### config.mk
export PLATFORM = sky130hd
export DESIGN_NAME = seq_detector_param_flat
export DESIGN_NICKNAME = d
export VERILOG_FILES = /design/src/rtl/seq_detector_param_if.sv /design/src/rtl/seq_detector_param.sv /design/src/flat_wrapper.sv
export SDC_FILE = /design/constraint.sdc
export NUM_CORES = 1
export LEC_CHECK = 0
export CAP_MARGIN = 10
export CORE_UTILIZATION = 45
export CTS_BUF_LIST = sky130_fd_sc_hd__clkbuf_8
export CTS_CLUSTER_DIAMETER = 80
export DETAILED_ROUTE_END_ITERATION = 7
export GPL_ROUTABILITY_DRIVEN = 1
export GPL_TIMING_DRIVEN = 0
export PLACE_DENSITY = 0.67
export RECOVER_POWER = 25
export REMOVE_ABC_BUFFERS = 1
export SLEW_MARGIN = 20
export SYNTH_ARGS = -nofsm -noshare
export SYNTH_HDL_FRONTEND = slang
export SYNTH_SLANG_ARGS = --single-unit
export TNS_END_PERCENT = 10
### constraint.sdc
create_clock -name clk -period 3.6 [get_ports clk]
set_input_delay 1.08 -clock clk [delete_from_list [all_inputs] [get_ports clk]]
set_output_delay 1.08 -clock clk [all_outputs]
set_load 0.05 [all_outputs]
### src/rtl/seq_detector_param_if.sv
//------------------------------------------------------------------------------
// Module : seq_detector_param_if
// Serial stream in / match flag and hit counter out, for seq_detector_param.
// Rev    : 1.0  initial release
//------------------------------------------------------------------------------
`default_nettype none

interface seq_detector_param_if #(
  parameter int CNT_W = 8
) ();
  logic             en;
  logic             clr;
  logic             x_in;
  logic             y_out;
  logic [CNT_W-1:0] hit_cnt;

  modport master (
    output en,
    output clr,
    output x_in,
    input  y_out,
    input  hit_cnt
  );

  modport slave (
    input  en,
    input  clr,
    input  x_in,
    output y_out,
    output hit_cnt
  );
endinterface

`default_nettype wire

### src/rtl/seq_detector_param.sv
//------------------------------------------------------------------------------
// Module : seq_detector_param
// Parametrised serial pattern detector with overlap mode and saturating hit
// counter. Define SEQDET_MOORE_EN for a registered (one cycle later) y_out.
// Rev    : 1.0  initial release
//------------------------------------------------------------------------------
`default_nettype none

module seq_detector_param #(
  parameter int             LEN     = 4,
  parameter logic [LEN-1:0] PATTERN = 4'b1011,
  parameter bit             OVERLAP = 1'b1,
  parameter int             CNT_W   = 8
) (
  input  wire logic             clk,
  input  wire logic             rstn,
  seq_detector_param_if.slave   io_det
);

  localparam int         C_HW       = LEN - 1;
  localparam logic [4:0] C_FILL_MAX = 5'(LEN - 1);

  // S_ARMED means the history holds LEN-1 genuine bits, so a match may fire.
  typedef enum logic [0:0] {
    S_FILL  = 1'b0,
    S_ARMED = 1'b1
  } state_t;

  state_t           r_state;
  state_t           w_state_nxt;
  logic [C_HW-1:0]  r_hist;
  logic [C_HW-1:0]  w_hist_nxt;
  logic [C_HW-1:0]  w_hist_shifted;
  logic [4:0]       r_fill;
  logic [4:0]       w_fill_nxt;
  logic [CNT_W-1:0] r_cnt;
  logic [CNT_W-1:0] w_cnt_nxt;
  logic             w_accept;
  logic             w_match;

  assign w_accept = io_det.en & ~io_det.clr;
  assign w_match  = w_accept & (r_state == S_ARMED) &
                    ({r_hist, io_det.x_in} == PATTERN);

  generate
    if (LEN > 2) begin : g_hist_shift
      assign w_hist_shifted = {r_hist[C_HW-2:0], io_det.x_in};
    end else begin : g_hist_single
      assign w_hist_shifted = io_det.x_in;
    end
  endgenerate

  always_comb begin
    w_hist_nxt = r_hist;
    w_fill_nxt = r_fill;
    w_cnt_nxt  = r_cnt;
    if (io_det.clr) begin
      w_hist_nxt = '0;
      w_fill_nxt = '0;
      w_cnt_nxt  = '0;
    end else if (io_det.en) begin
      w_hist_nxt = w_hist_shifted;
      if (w_match && !OVERLAP) begin
        w_fill_nxt = '0;
      end else if (r_fill != C_FILL_MAX) begin
        w_fill_nxt = r_fill + 5'd1;
      end
      if (w_match && (r_cnt != {CNT_W{1'b1}})) begin
        w_cnt_nxt = r_cnt + 1'b1;
      end
    end
  end

  always_comb begin
    w_state_nxt = r_state;
    if (io_det.clr) begin
      w_state_nxt = S_FILL;
    end else if (io_det.en) begin
      w_state_nxt = (w_fill_nxt == C_FILL_MAX) ? S_ARMED : S_FILL;
    end
  end

  always_ff @(posedge clk or negedge rstn) begin
    if (!rstn) begin
      r_state <= S_FILL;
      r_hist  <= '0;
      r_fill  <= '0;
      r_cnt   <= '0;
    end else begin
      r_state <= w_state_nxt;
      r_hist  <= w_hist_nxt;
      r_fill  <= w_fill_nxt;
      r_cnt   <= w_cnt_nxt;
    end
  end

  assign io_det.hit_cnt = r_cnt;

`ifdef SEQDET_MOORE_EN
  logic r_y;

  // w_match already includes ~clr, so clr forces the flag low here too.
  always_ff @(posedge clk or negedge rstn) begin
    if (!rstn) begin
      r_y <= 1'b0;
    end else begin
      r_y <= w_match;
    end
  end

  assign io_det.y_out = r_y;
`else
  assign io_det.y_out = w_match;
`endif

endmodule

`default_nettype wire

### src/flat_wrapper.sv
// flat-port wrapper written by rule: the top's interface ports become plain ports
module seq_detector_param_flat 
#(
  parameter int             LEN     = 4,
  parameter logic [LEN-1:0] PATTERN = 4'b1011,
  parameter bit             OVERLAP = 1'b1,
  parameter int             CNT_W   = 8
)
  (clk, rstn, io_det_en, io_det_clr, io_det_x_in, io_det_y_out, io_det_hit_cnt);
  seq_detector_param_if #(.CNT_W(CNT_W)) io_det_i ();
  input  wire logic clk;
  input  wire logic rstn;
  input wire logic [$bits(io_det_i.en)-1:0] io_det_en;
  input wire logic [$bits(io_det_i.clr)-1:0] io_det_clr;
  input wire logic [$bits(io_det_i.x_in)-1:0] io_det_x_in;
  output wire logic [$bits(io_det_i.y_out)-1:0] io_det_y_out;
  output wire logic [$bits(io_det_i.hit_cnt)-1:0] io_det_hit_cnt;
  assign io_det_i.en = io_det_en;
  assign io_det_i.clr = io_det_clr;
  assign io_det_i.x_in = io_det_x_in;
  assign io_det_y_out = io_det_i.y_out;
  assign io_det_hit_cnt = io_det_i.hit_cnt;
  seq_detector_param #(.LEN(LEN), .PATTERN(PATTERN), .OVERLAP(OVERLAP), .CNT_W(CNT_W)) u_core (.clk(clk), .rstn(rstn), .io_det(io_det_i));
endmodule
== Yosys cells after proc, flatten, opt, wreduce, memory -nomap -nowiden ==
Cells that the tools add are included.
Storage, ports and cells
  register bits after elaboration: 17
  input port bits: 5
Cells by class
  bitwise gates (word level): 4
  reduce and logical (&&, ||, !) cells: 4
  muxes and demuxes: 11
  $add $sub $neg: 2
  equal/unequal tests: 4
Operators with widths (count)
  $mux 8: 3
  $mux 5: 3
  $add 8x1->8 const B: 1
  $ne 8x8->1 const B: 1
  $mux 3: 2
  $add 5x1->5 const B: 1
  $eq 5x2->1 const B: 1
  $ne 5x2->1 const B: 1
  $eq 4x4->1 const B: 1
  $reduce_bool 2->1: 2
  $and 1x1->1: 3
  $mux 1: 3
  $reduce_and 2->1: 1
  $logic_and 1x1->1: 1
  $not 1->1: 1

== Logic depth before layout (Yosys ltp) ==
Gate-level depths: netlist (run 1).
  word-level depth: 8
  gate-level depth with buffers: 6

== Worst setup path before layout (run 1) ==
OpenSTA, ideal clock, no wires.
  path type: input-to-output
  start point: input port io_det_clr
  end point: output port io_det_y_out
  path slack: 0.510 ns
  arrival: 2.010 ns
  stages: 3
  path through: buf_6 > nand3b_1 > nor2_1
On the way
  longest elaborated chain between the ends: 4
Ends and longest elaborated chain
  from (decl): line flat_wrapper.sv:14  | input wire logic [$bits(io_det_i.clr)-1:0] io_det_clr;
  $not 1->1: line seq_detector_param.sv:41  | assign w_accept = io_det.en & ~io_det.clr;
  $and 1x1->1: line seq_detector_param.sv:41
  $and 1x1->1 (2 in a row): line seq_detector_param.sv:42  | assign w_match = w_accept & (r_state == S_ARMED) &
  to (decl): line flat_wrapper.sv:16  | output wire logic [$bits(io_det_i.y_out)-1:0] io_det_y_out;
Every way passes these cells.

== Final worst setup path (run 1) ==
Same ends and word-level chain as after synthesis.

==> run metrics, run 1 <==
Design Area, Final=1090 um2; Routed Antenna Nets=0; Max FO, Critical Path=19; Slowest cell on crit path=dlygate4sd2_1; cell taking the most area after synthesis=dfrtp_1; most common cell in the netlist=dfrtp_1; fill count=190; R2R Setup Slk=1.57 ns; Hold Vio Cnt, Final=0; clock sinks=17; grt total ovfl=0; # H-tree levels=1; clock buffer depth=2; Slew Limit Fails=0; Hold Path Origin=u_core.r_state$_DFFE_PN0P_; postcts setup bufs=0; Reg area=425 um2; top cell type's share of synthesized area=0.459; Vias=709; cells taking the most area after synthesis=dfrtp_1, mux2i_1, nor2_1; CTS tree=built; first-pass GRT wire length=2750 um; Critical Path RT=2.52 ns; sequential fraction of the synthesis area=0.459; final setup violation count=0; pre-CTS setup slack=-0.568 ns; Power Total=362 uW; clk_skew=0.00114 ns; final worst slack=0.223 ns; TritonRoute pass-1 iters=5; GRT Total Usage=0.179; Port Buffers=13; MaxCap Viol Count=0; critical path, cell by cell=dlygate4sd2_1 -> nand3b_1 -> nor2_1 -> clkdlybuf4s15_2; Min Clock Period, post-route=3.38 ns; DP Wirelength=1170 um; RR Endpoint=u_core.io_det.hit_cnt[7]$_DFFE_PN0P_; clock root cell=clkbuf_8; Antenna diodes=0; Cell variety after synth=27; crit path capture type=output port; R2R cell count=5; Leak=0.000462 uW; Worst-path clk slew=0.06 ns; fmax=296 MHz; WL final=1660 um; hold path cells=2; GPL Wtd Cong=0.711; CP max stage delay=0.45 ns; largest net degree at the start of global routing=20; overall die width=47.4 um; Reg-to-Reg Start=u_core.io_det.hit_cnt[0]$_DFFE_PN0P_; fin nets=112; vias per std cell=5.41; unrepaired setup endpoints after global routing=false; Layout area overhead=17.8%; Crit Path Category=in -> out; Power Dens Cells=332 nW/um2; Syn Area/Cell=10.2 um2; Final period util=0.938; Worst-Skew Late Latency=0.25 ns; slew margin rel.=0.495; placed cell area=1050 um2; CTS Hold Buffers Added=0; vias in the first global route=637; Seq cells post-synth=17; Synth Cell Area=926 um2; Synth Instances=91; status=completed; CP arrival=2.30 ns; warnings from Yosys=0; die footprint=2240 um2; most used flip-flop cell after synthesis=dfrtp_1; FP Rows=16; Setup crit start kind=primary input; DR iter-0 viols=5; maximum vdd drop=214 uV; hold endpoint=u_core.r_state$_DFFE_PN0P_; layout cells sized above 1=0.0865; Async SR Flop Fraction=1.00; multi-input logic area=448 um2; Starting Density=0.477; Die Ht=47.4 um; I/O Pins=14; Residual DRC=0; CTS Buf Count=3; WL per Instance=12.7 um; Tightest Pin Transition=0.755 ns; core area=1940 um2; Hold Crit Class=reg -> reg; synth cell count leaders=dfrtp_1, nor2_1, a21oi_1, mux2i_1, o21ai_0; Post-synth EDFFs=0; initial antenna violation count=0
[layer usage]
layer,track usage,vias to the layer above,wire length [um]
li1,-,360,-
met1,0.214,334,755
met3,0.0346,4,51
met5,0,-,0
met4,0.0857,0,31
met2,0.307,11,820
[cell usage in the layout, fill, tap and decap left out, types with 2 or more instances in the layout]
cell type,instances
nand2_1,4
xor2_1,4
clkbuf_8,3
o21ai_0,5
nand3_1,4
mux2_2,2
dfrtp_1,17
mux2i_1,5
inv_1,5
or4_1,2
clkdlybuf4s50_1,9
nor2_1,12
o31ai_1,2
a21oi_1,6
o41ai_1,2
or3_1,3
nand4_1,4
ha_1,2
[metrics by stage]
stage | hold WS (ns) | util | cells | setup TNS (ns)
floorplan | 0.476 | - | 87 | 0
global placement | 0.511 | 0.542 | 127 | -0.570
detailed placement | 0.504 | 0.542 | 127 | -0.568
CTS | 0.524 | 0.565 | 131 | 0
global route | 0.549 | 0.562 | 131 | 0
finish | 0.519 | 0.562 | 131 | 0
[how the worst max path moves through the flow]
stage | endpoint | from | cells after the start | slack (ns)
finish | io_det_y_out | io_det_clr | 4 | 0.22
CTS | io_det_y_out | io_det_en | 4 | 0.06
global route | io_det_y_out | io_det_clr | 4 | 0.13
detailed placement | io_det_y_out | io_det_clr | 4 | -0.57
floorplan | io_det_y_out | io_det_clr | 2 | 0.63
global placement | io_det_y_out | io_det_clr | 4 | -0.57
[cell type report]
cell class              count  area share
inverters                   4      0.0138
well taps                  27      0.0310
repair buffers             13       0.114
multi-input cells          66       0.411
flip-flops and latches     17       0.390
clock buffers               3      0.0378
clock inverters             1     0.00344
[worst max-delay path: cells and delay by family]
| family | cells | cell delay (ns) |
|---|---|---|
| buffers and inverters | 2 | 0.83 |
| AND/OR/NAND/NOR | 2 | 0.39 |
[state kept, by name, indices dropped and copies added, names as in the netlist]
signal,cells
u_core.io_det.hit_cnt,8
u_core.r_hist,3
u_core.r_state,1
u_core.r_fill,5
[power breakdown]
part / internal (uW) / switching [uW] / leakage, uW / total [uW]
Sequential: 195 / 4.13 / 0.000235 / 199
Combinational: 11.3 / 15.9 / 0.000200 / 27.2
Clock: 75.5 / 60.1 / 0.0000269 / 136
[cells by family after synthesis]
group / Yosys count / share of synthesized area
adders and majority gates: 2 / 0.0270
muxes: 7 / 0.0784
DFF: 17 / 0.459
AOI/OAI and AO/OA: 18 / 0.123
xor gates and xnor gates: 4 / 0.0378
buffers and inverters: 8 / 0.0567
and+or+nand+nor: 35 / 0.218
[repair_timing]
action                     CTS  global route
resized for setup            4             1
gates cloned                 0             0
setup endpoints to repair    1             1
pin swaps                    0             0
Power figures use the tool's default switching activity.
==> inputs of run 2 (changes only) <==
--- a/config.mk
+++ b/config.mk
@@ -8,9 +8,9 @@
 export CAP_MARGIN = 10
 export CORE_UTILIZATION = 45
 export CTS_BUF_LIST = sky130_fd_sc_hd__clkbuf_8
-export CTS_CLUSTER_DIAMETER = 80
+export CTS_CLUSTER_DIAMETER = 120
 export DETAILED_ROUTE_END_ITERATION = 7
-export GPL_ROUTABILITY_DRIVEN = 1
+export GPL_ROUTABILITY_DRIVEN = 0
 export GPL_TIMING_DRIVEN = 0
 export PLACE_DENSITY = 0.67
 export RECOVER_POWER = 25
==> constraint.sdc (replaced) <==
create_clock -name clk -period 3.44 [get_ports clk]
set_input_delay 1.032 -clock clk [delete_from_list [all_inputs] [get_ports clk]]
set_output_delay 1.032 -clock clk [all_outputs]
set_load 0.05 [all_outputs]
==> run 2 against run 1 <==
Die area unchanged; final cell count did not move; utilization up 0.26 points; critical path depth unchanged; global-route usage unchanged; sequential cell count unchanged; first-iteration DRC count unchanged; sequential share of layout area fell by 0.18 points; critical endpoint unchanged.
==> run metrics, run 2 (synthesis results as in run 1) <==
Layout area overhead=18.4% (was 17.8%); most frequent cells in the layout=dfrtp_1, nor2_1, clkdlybuf4s50_1 (unchanged); Vias=705 (was 709); Leak=0.000466 uW (was 0.000462 uW); initial antenna violation count=0 (unchanged); layout cells sized above 1=0.0865 (unchanged); setup TNS=0 ns (unchanged); clock buffer depth=2 (unchanged); status=completed (unchanged); Setup crit start kind=primary input (unchanged); grt total ovfl=0 (unchanged); largest net degree at the start of global routing=20 (unchanged); CP arrival=2.25 ns (was 2.30 ns); buffers plus inverters on the worst setup path=2 (unchanged); Critical Path RT=2.41 ns (was 2.52 ns); Power Total=379 uW (was 362 uW); max reg flops=8 (unchanged); Hold Crit Class=reg -> reg (unchanged); core area=1940 um2 (unchanged); Antenna diodes=0 (unchanged); GRT Total Usage=0.179 (unchanged); Slowest cell on crit path=dlygate4sd2_1 (unchanged); # H-tree levels=1 (unchanged); Tightest Pin Transition=0.758 ns (was 0.755 ns); Die Ht=47.4 um (unchanged); DR iter-0 viols=5 (unchanged); Min Clock Period, post-route=3.28 ns; commonest non-fill, non-tap cell in the layout=dfrtp_1 (unchanged); clk_skew=0.00122 ns (was 0.00114 ns); CP max stage delay=0.45 ns (about the same); sw power=83.0 uW (was 80.1 uW); Flop pwr share=0.551 (about the same); # resized after CTS=5 (was 4); Crit Path Category=in -> out (unchanged); vias in the first global route=637 (unchanged); P_int=295 uW (was 282 uW); CTS Hold Buffers Added=0 (unchanged); CTS Buf Count=3 (unchanged); Final period util=0.954; Worst-path clk slew=0.06 ns (about the same); CTS tree=built (unchanged); unrepaired setup endpoints after global routing=false (unchanged); Routed Antenna Nets=0 (unchanged); Power Dens Cells=345 nW/um2 (was 332 nW/um2); FP Rows=16 (unchanged); critical path, cell by cell=dlygate4sd2_1 -> nand3b_1 -> nor2_1 -> clkdlybuf4s15_2 (unchanged); Starting Density=0.477 (unchanged); final setup violation count=0 (unchanged); WL per Instance=12.7 um (unchanged); DP Wirelength=1170 um (unchanged); Residual DRC=0 (unchanged); Hold Vio Cnt, Final=0 (unchanged); clock sinks=17 (unchanged); TritonRoute pass-1 iters=4 (was 5); maximum vdd drop=222 uV (was 214 uV); clock network power share=0.373 (was 0.374); slew margin rel.=0.493 (was 0.495); vias per std cell=5.38 (was 5.41); MaxCap Viol Count=0 (unchanged); overall die width=47.4 um (unchanged); postcts setup bufs=0 (unchanged); crit path capture type=output port (unchanged); first-pass GRT wire length=2750 um (unchanged); fill count=190 (unchanged); fin nets=112 (unchanged); clock root cell=clkbuf_8 (unchanged); die footprint=2240 um2 (unchanged); WL final=1660 um (unchanged); delay-heaviest family, CP=buffers and inverters (unchanged); Slew Limit Fails=0 (unchanged); Worst-Skew Late Latency=0.25 ns (about the same); Logic pwr share=0.076 (was 0.075); switch share=0.219 (was 0.221); I/O Pins=14 (unchanged); Max FO, Critical Path=19 (unchanged); Layout Utilization=0.564 (was 0.562); fmax=305 MHz; Port Buffers=13 (unchanged)
run 2: path summary, 6_finish.rpt:
| check | cells past startpoint | endpoint | from | slack (ns) |
|---|---|---|---|---|
| hold / removal | 2 | u_core.r_state$_DFFE_PN0P_ | u_core.r_state$_DFFE_PN0P_ | 0.53 |
| setup reg to reg | 5 | u_core.io_det.hit_cnt[7]$_DFFE_PN0P_ | u_core.io_det.hit_cnt[0]$_DFFE_PN0P_ | 1.41 |
| hold reg to reg | 2 | u_core.r_state$_DFFE_PN0P_ | u_core.r_state$_DFFE_PN0P_ | 0.53 |
| max in group asynchronous | 1 | u_core.r_fill[4]$_DFF_PN0_ | rstn | 1.67 |
| min in group asynchronous | 1 | u_core.r_fill[0]$_DFF_PN0_ | rstn | 1.30 |
| setup / recovery | 4 | io_det_y_out | io_det_clr | 0.16 |
run 2: tightest hold or removal path: stages, from the launching register on:
cell and delay [ns]:
dfrtp_1 0.35, nand3_1 0.08, o41ai_1 0.06
run 2: power groups by stage:
stage / sequential [uW] / combinational, uW / clock [uW]
6_report: 209 / 28.8 / 141
5_1_grt: 209 / 32.7 / 153
4_1_cts: 209 / 29.7 / 146
3_5_place_dp: 212 / 30.5 / 0
3_3_place_gp: 212 / 30.2 / 0
2_1_floorplan: 211 / 14.8 / 0
run 2: layout make-up:
type | instances | area [um2] | area share
repair buffers | 13 | 129 | 0.118
inverters | 4 | 15.0 | 0.0137
clock inverters | 1 | 3.75 | 0.00342
clock buffers | 3 | 41.3 | 0.0377
well taps | 27 | 33.8 | 0.0308
flip-flops and latches | 17 | 425 | 0.388
multi-input cells | 66 | 448 | 0.409
run 2: layer usage:
| metal | wire length, um | vias to the layer above | GRT usage |
|---|---|---|---|
| li1 | - | 363 | - |
| met1 | 739 | 325 | 0.214 |
| met2 | 830 | 13 | 0.307 |
| met3 | 55 | 4 | 0.0346 |
| met4 | 31 | 0 | 0.0857 |
| met5 | 0 | - | 0 |
run 2: metrics by stage:
step / worst slack (ns) / hold slack, ns / area (um2) / instances
after floorplan: 0.567 / 0.476 / 888 / 87
after global placement: -0.634 / 0.511 / 1050 / 127
after global routing: 0.0619 / 0.549 / 1100 / 131
final: 0.160 / 0.527 / 1100 / 131
after CTS: 0.154 / 0.524 / 1100 / 131
after detailed placement: -0.632 / 0.504 / 1050 / 127
==> inputs of run 3 (changes only) <==
--- a/config.mk
+++ b/config.mk
@@ -8,11 +8,11 @@
 export CAP_MARGIN = 10
 export CORE_UTILIZATION = 45
 export CTS_BUF_LIST = sky130_fd_sc_hd__clkbuf_8
-export CTS_CLUSTER_DIAMETER = 120
+export CTS_CLUSTER_DIAMETER = 150
 export DETAILED_ROUTE_END_ITERATION = 7
 export GPL_ROUTABILITY_DRIVEN = 0
 export GPL_TIMING_DRIVEN = 0
-export PLACE_DENSITY = 0.67
+export PLACE_DENSITY = 0.7
 export RECOVER_POWER = 25
 export REMOVE_ABC_BUFFERS = 1
 export SLEW_MARGIN = 20
==> constraint.sdc (replaced) <==
create_clock -name clk -period 2.8 [get_ports clk]
set_input_delay 0.84 -clock clk [delete_from_list [all_inputs] [get_ports clk]]
set_output_delay 0.84 -clock clk [all_outputs]
set_load 0.05 [all_outputs]
==> run 3 against run 2 <==
Clock power grew 32%; worst hold slack lost 0.0073 ns; register-to-register slack lost 0.66 ns; first-iteration DRC count shrank 40%; critical path type unchanged.
==> run metrics, run 3 (synthesis results as in run 1) <==
die footprint=2240 um2 (unchanged); maximum vdd drop=327 uV (was 222 uV); initial antenna violation count=0 (unchanged); Tightest Pin Transition=0.762 ns (was 0.758 ns); Hold Path Origin=u_core.r_state$_DFFE_PN0P_ (unchanged); clock sinks=17 (unchanged); clock buffer depth=2 (unchanged); Hold Crit Class=reg -> reg (unchanged); Layout area overhead=18.1% (was 18.4%); largest net degree at the start of global routing=20 (unchanged); multi-input logic area=448 um2 (unchanged); CP max stage delay=0.52 ns (was 0.45 ns); fmax=370 MHz; fill count=185 (was 190); grt total ovfl=0 (unchanged); unrepaired setup endpoints after global routing=false (unchanged); Reg-to-Reg Start=u_core.io_det.hit_cnt[0]$_DFFE_PN0P_ (unchanged); final setup violation count=0 (unchanged); Worst-Skew Late Latency=0.25 ns (about the same); most frequent cells in the layout=dfrtp_1, nor2_1, clkdlybuf4s50_1 (unchanged); overall die width=47.4 um (unchanged); WL per Instance=13.0 um (was 12.7 um); R2R cell count=5 (unchanged); CTS Buf Count=3 (unchanged); vias per std cell=5.42 (was 5.38); Leak=0.000466 uW (about the same); FP Rows=16 (unchanged); final worst slack=0.0945 ns (was 0.160 ns); # H-tree levels=1 (unchanged); Port Buffers=13 (unchanged); buffers plus inverters on the worst setup path=2 (unchanged); Die Ht=47.4 um (unchanged); Residual DRC=0 (unchanged); vias in the first global route=638 (was 637); crit path capture type=output port (unchanged); DR iter-0 viols=3 (was 5); Vias=710 (was 705); Critical Path RT=1.96 ns (was 2.41 ns); pre-CTS setup slack=-0.880 ns (was -0.632 ns); Power Dens Cells=437 nW/um2 (was 345 nW/um2); Worst-path clk slew=0.07 ns (was 0.06 ns); Starting Density=0.477 (unchanged); clock root cell=clkbuf_8 (unchanged); Setup crit start kind=primary input (unchanged); first-pass GRT wire length=2660 um (was 2750 um); fin nets=112 (unchanged); hold path cells=2 (unchanged); RR Endpoint=u_core.io_det.hit_cnt[7]$_DFFE_PN0P_ (unchanged); critical path, cell by cell=clkdlybuf4s50_1 -> nand4b_4 -> nor2_1 -> buf_2 (was dlygate4sd2_1 -> nand3b_1 -> nor2_1 -> clkdlybuf4s15_2); max reg flops=8 (unchanged); Reg area=425 um2 (unchanged); Final period util=0.966; Min Clock Period, post-route=2.71 ns; core area=1940 um2 (unchanged); CP arrival=1.87 ns (was 2.25 ns); slew margin rel.=0.490 (was 0.493); Power Total=478 uW (was 379 uW); WL final=1700 um (was 1660 um); hold endpoint=u_core.r_state$_DFFE_PN0P_ (unchanged); I/O Pins=14 (unchanged); final std cells w/o fill=131 (unchanged); Slowest cell on crit path=clkdlybuf4s50_1 (was dlygate4sd2_1); TritonRoute pass-1 iters=4 (unchanged); CTS Hold Buffers Added=0 (unchanged); Crit Path Category=in -> out (unchanged); Placed Cells=127 (unchanged); Max FO, Critical Path=2 (was 19); DP Wirelength=1200 um (was 1170 um); Routed Antenna Nets=0 (unchanged); MaxCap Viol Count=0 (unchanged); postcts setup bufs=0 (unchanged); layout cells sized above 1=0.106 (was 0.0865); commonest non-fill, non-tap cell in the layout=dfrtp_1 (unchanged); Slew Limit Fails=0 (unchanged); Hold Vio Cnt, Final=0 (unchanged); delay-heaviest family, CP=buffers and inverters (unchanged); clk_skew=0.00542 ns (was 0.00122 ns); status=completed (unchanged); Antenna diodes=0 (unchanged); GRT Total Usage=0.171 (was 0.179); CTS tree=built (unchanged); R2R Setup Slk=0.75 ns (was 1.41 ns)
## run 3: cell count changes in the layout (fill, tap and decap cells not counted), sizes merged
cell / delta
clkinv: +1
inv: -1
dlygate4sd2: -1
buf: +1
## run 3: how the worst max path moves through the flow
stage	start	end	cells past startpoint
2_1_floorplan	io_det_clr	io_det_y_out	2
3_3_place_gp	io_det_clr	io_det_y_out	4
3_5_place_dp	io_det_clr	io_det_y_out	4
4_1_cts	io_det_x_in	io_det_y_out	4
5_1_grt	io_det_x_in	io_det_y_out	4
6_report	io_det_x_in	io_det_y_out	4
## run 3: report_power, final
part	leakage (uW)	switching [uW]	internal, uW
registers	0.000235	5.41	251
clock network	0.0000255	87.5	98.8
logic	0.000205	20.4	15.3
## run 3: stage by stage
stage          utilization  hold slack (ns)  instance area (um2)  setup TNS, ns
6_report             0.563            0.520                 1090              0
5_1_grt              0.563            0.588                 1090              0
4_1_cts              0.563            0.530                 1090              0
3_5_place_dp         0.542            0.513                 1050          -1.98
3_3_place_gp         0.542            0.510                 1050          -1.90
2_1_floorplan            -            0.476                  888              0
## run 3: area by class of cell
type,count,share of cell area
sequential,17,0.389
inverter,4,0.0137
clock buffer,3,0.0378
multi-input combinational,66,0.410
clock inverter,1,0.00458
timing repair buffer,13,0.114
tap,27,0.0309
## run 3: what timing repair did
item,CTS,global route
setup endpoints to repair,2,0
gates resized for setup,9,0
hold endpoints to repair,0,0
## run 3: worst register-to-register path, cell delays in order, from the launching register on
cell	delay, ns
dfrtp_1	0.43
ha_1	0.26
and3_4	0.16
a211o_1	0.46
or4_1	0.53
a21oi_1	0.15
## run 3: layer usage
metal  vias up  global-route usage  routed length [um]
met5         -                   0                   0
met4         0              0.0514                  17
met3         2              0.0346                  58
met2        14               0.301                 836
met1       340               0.209                 790
li1        354                   -                   -
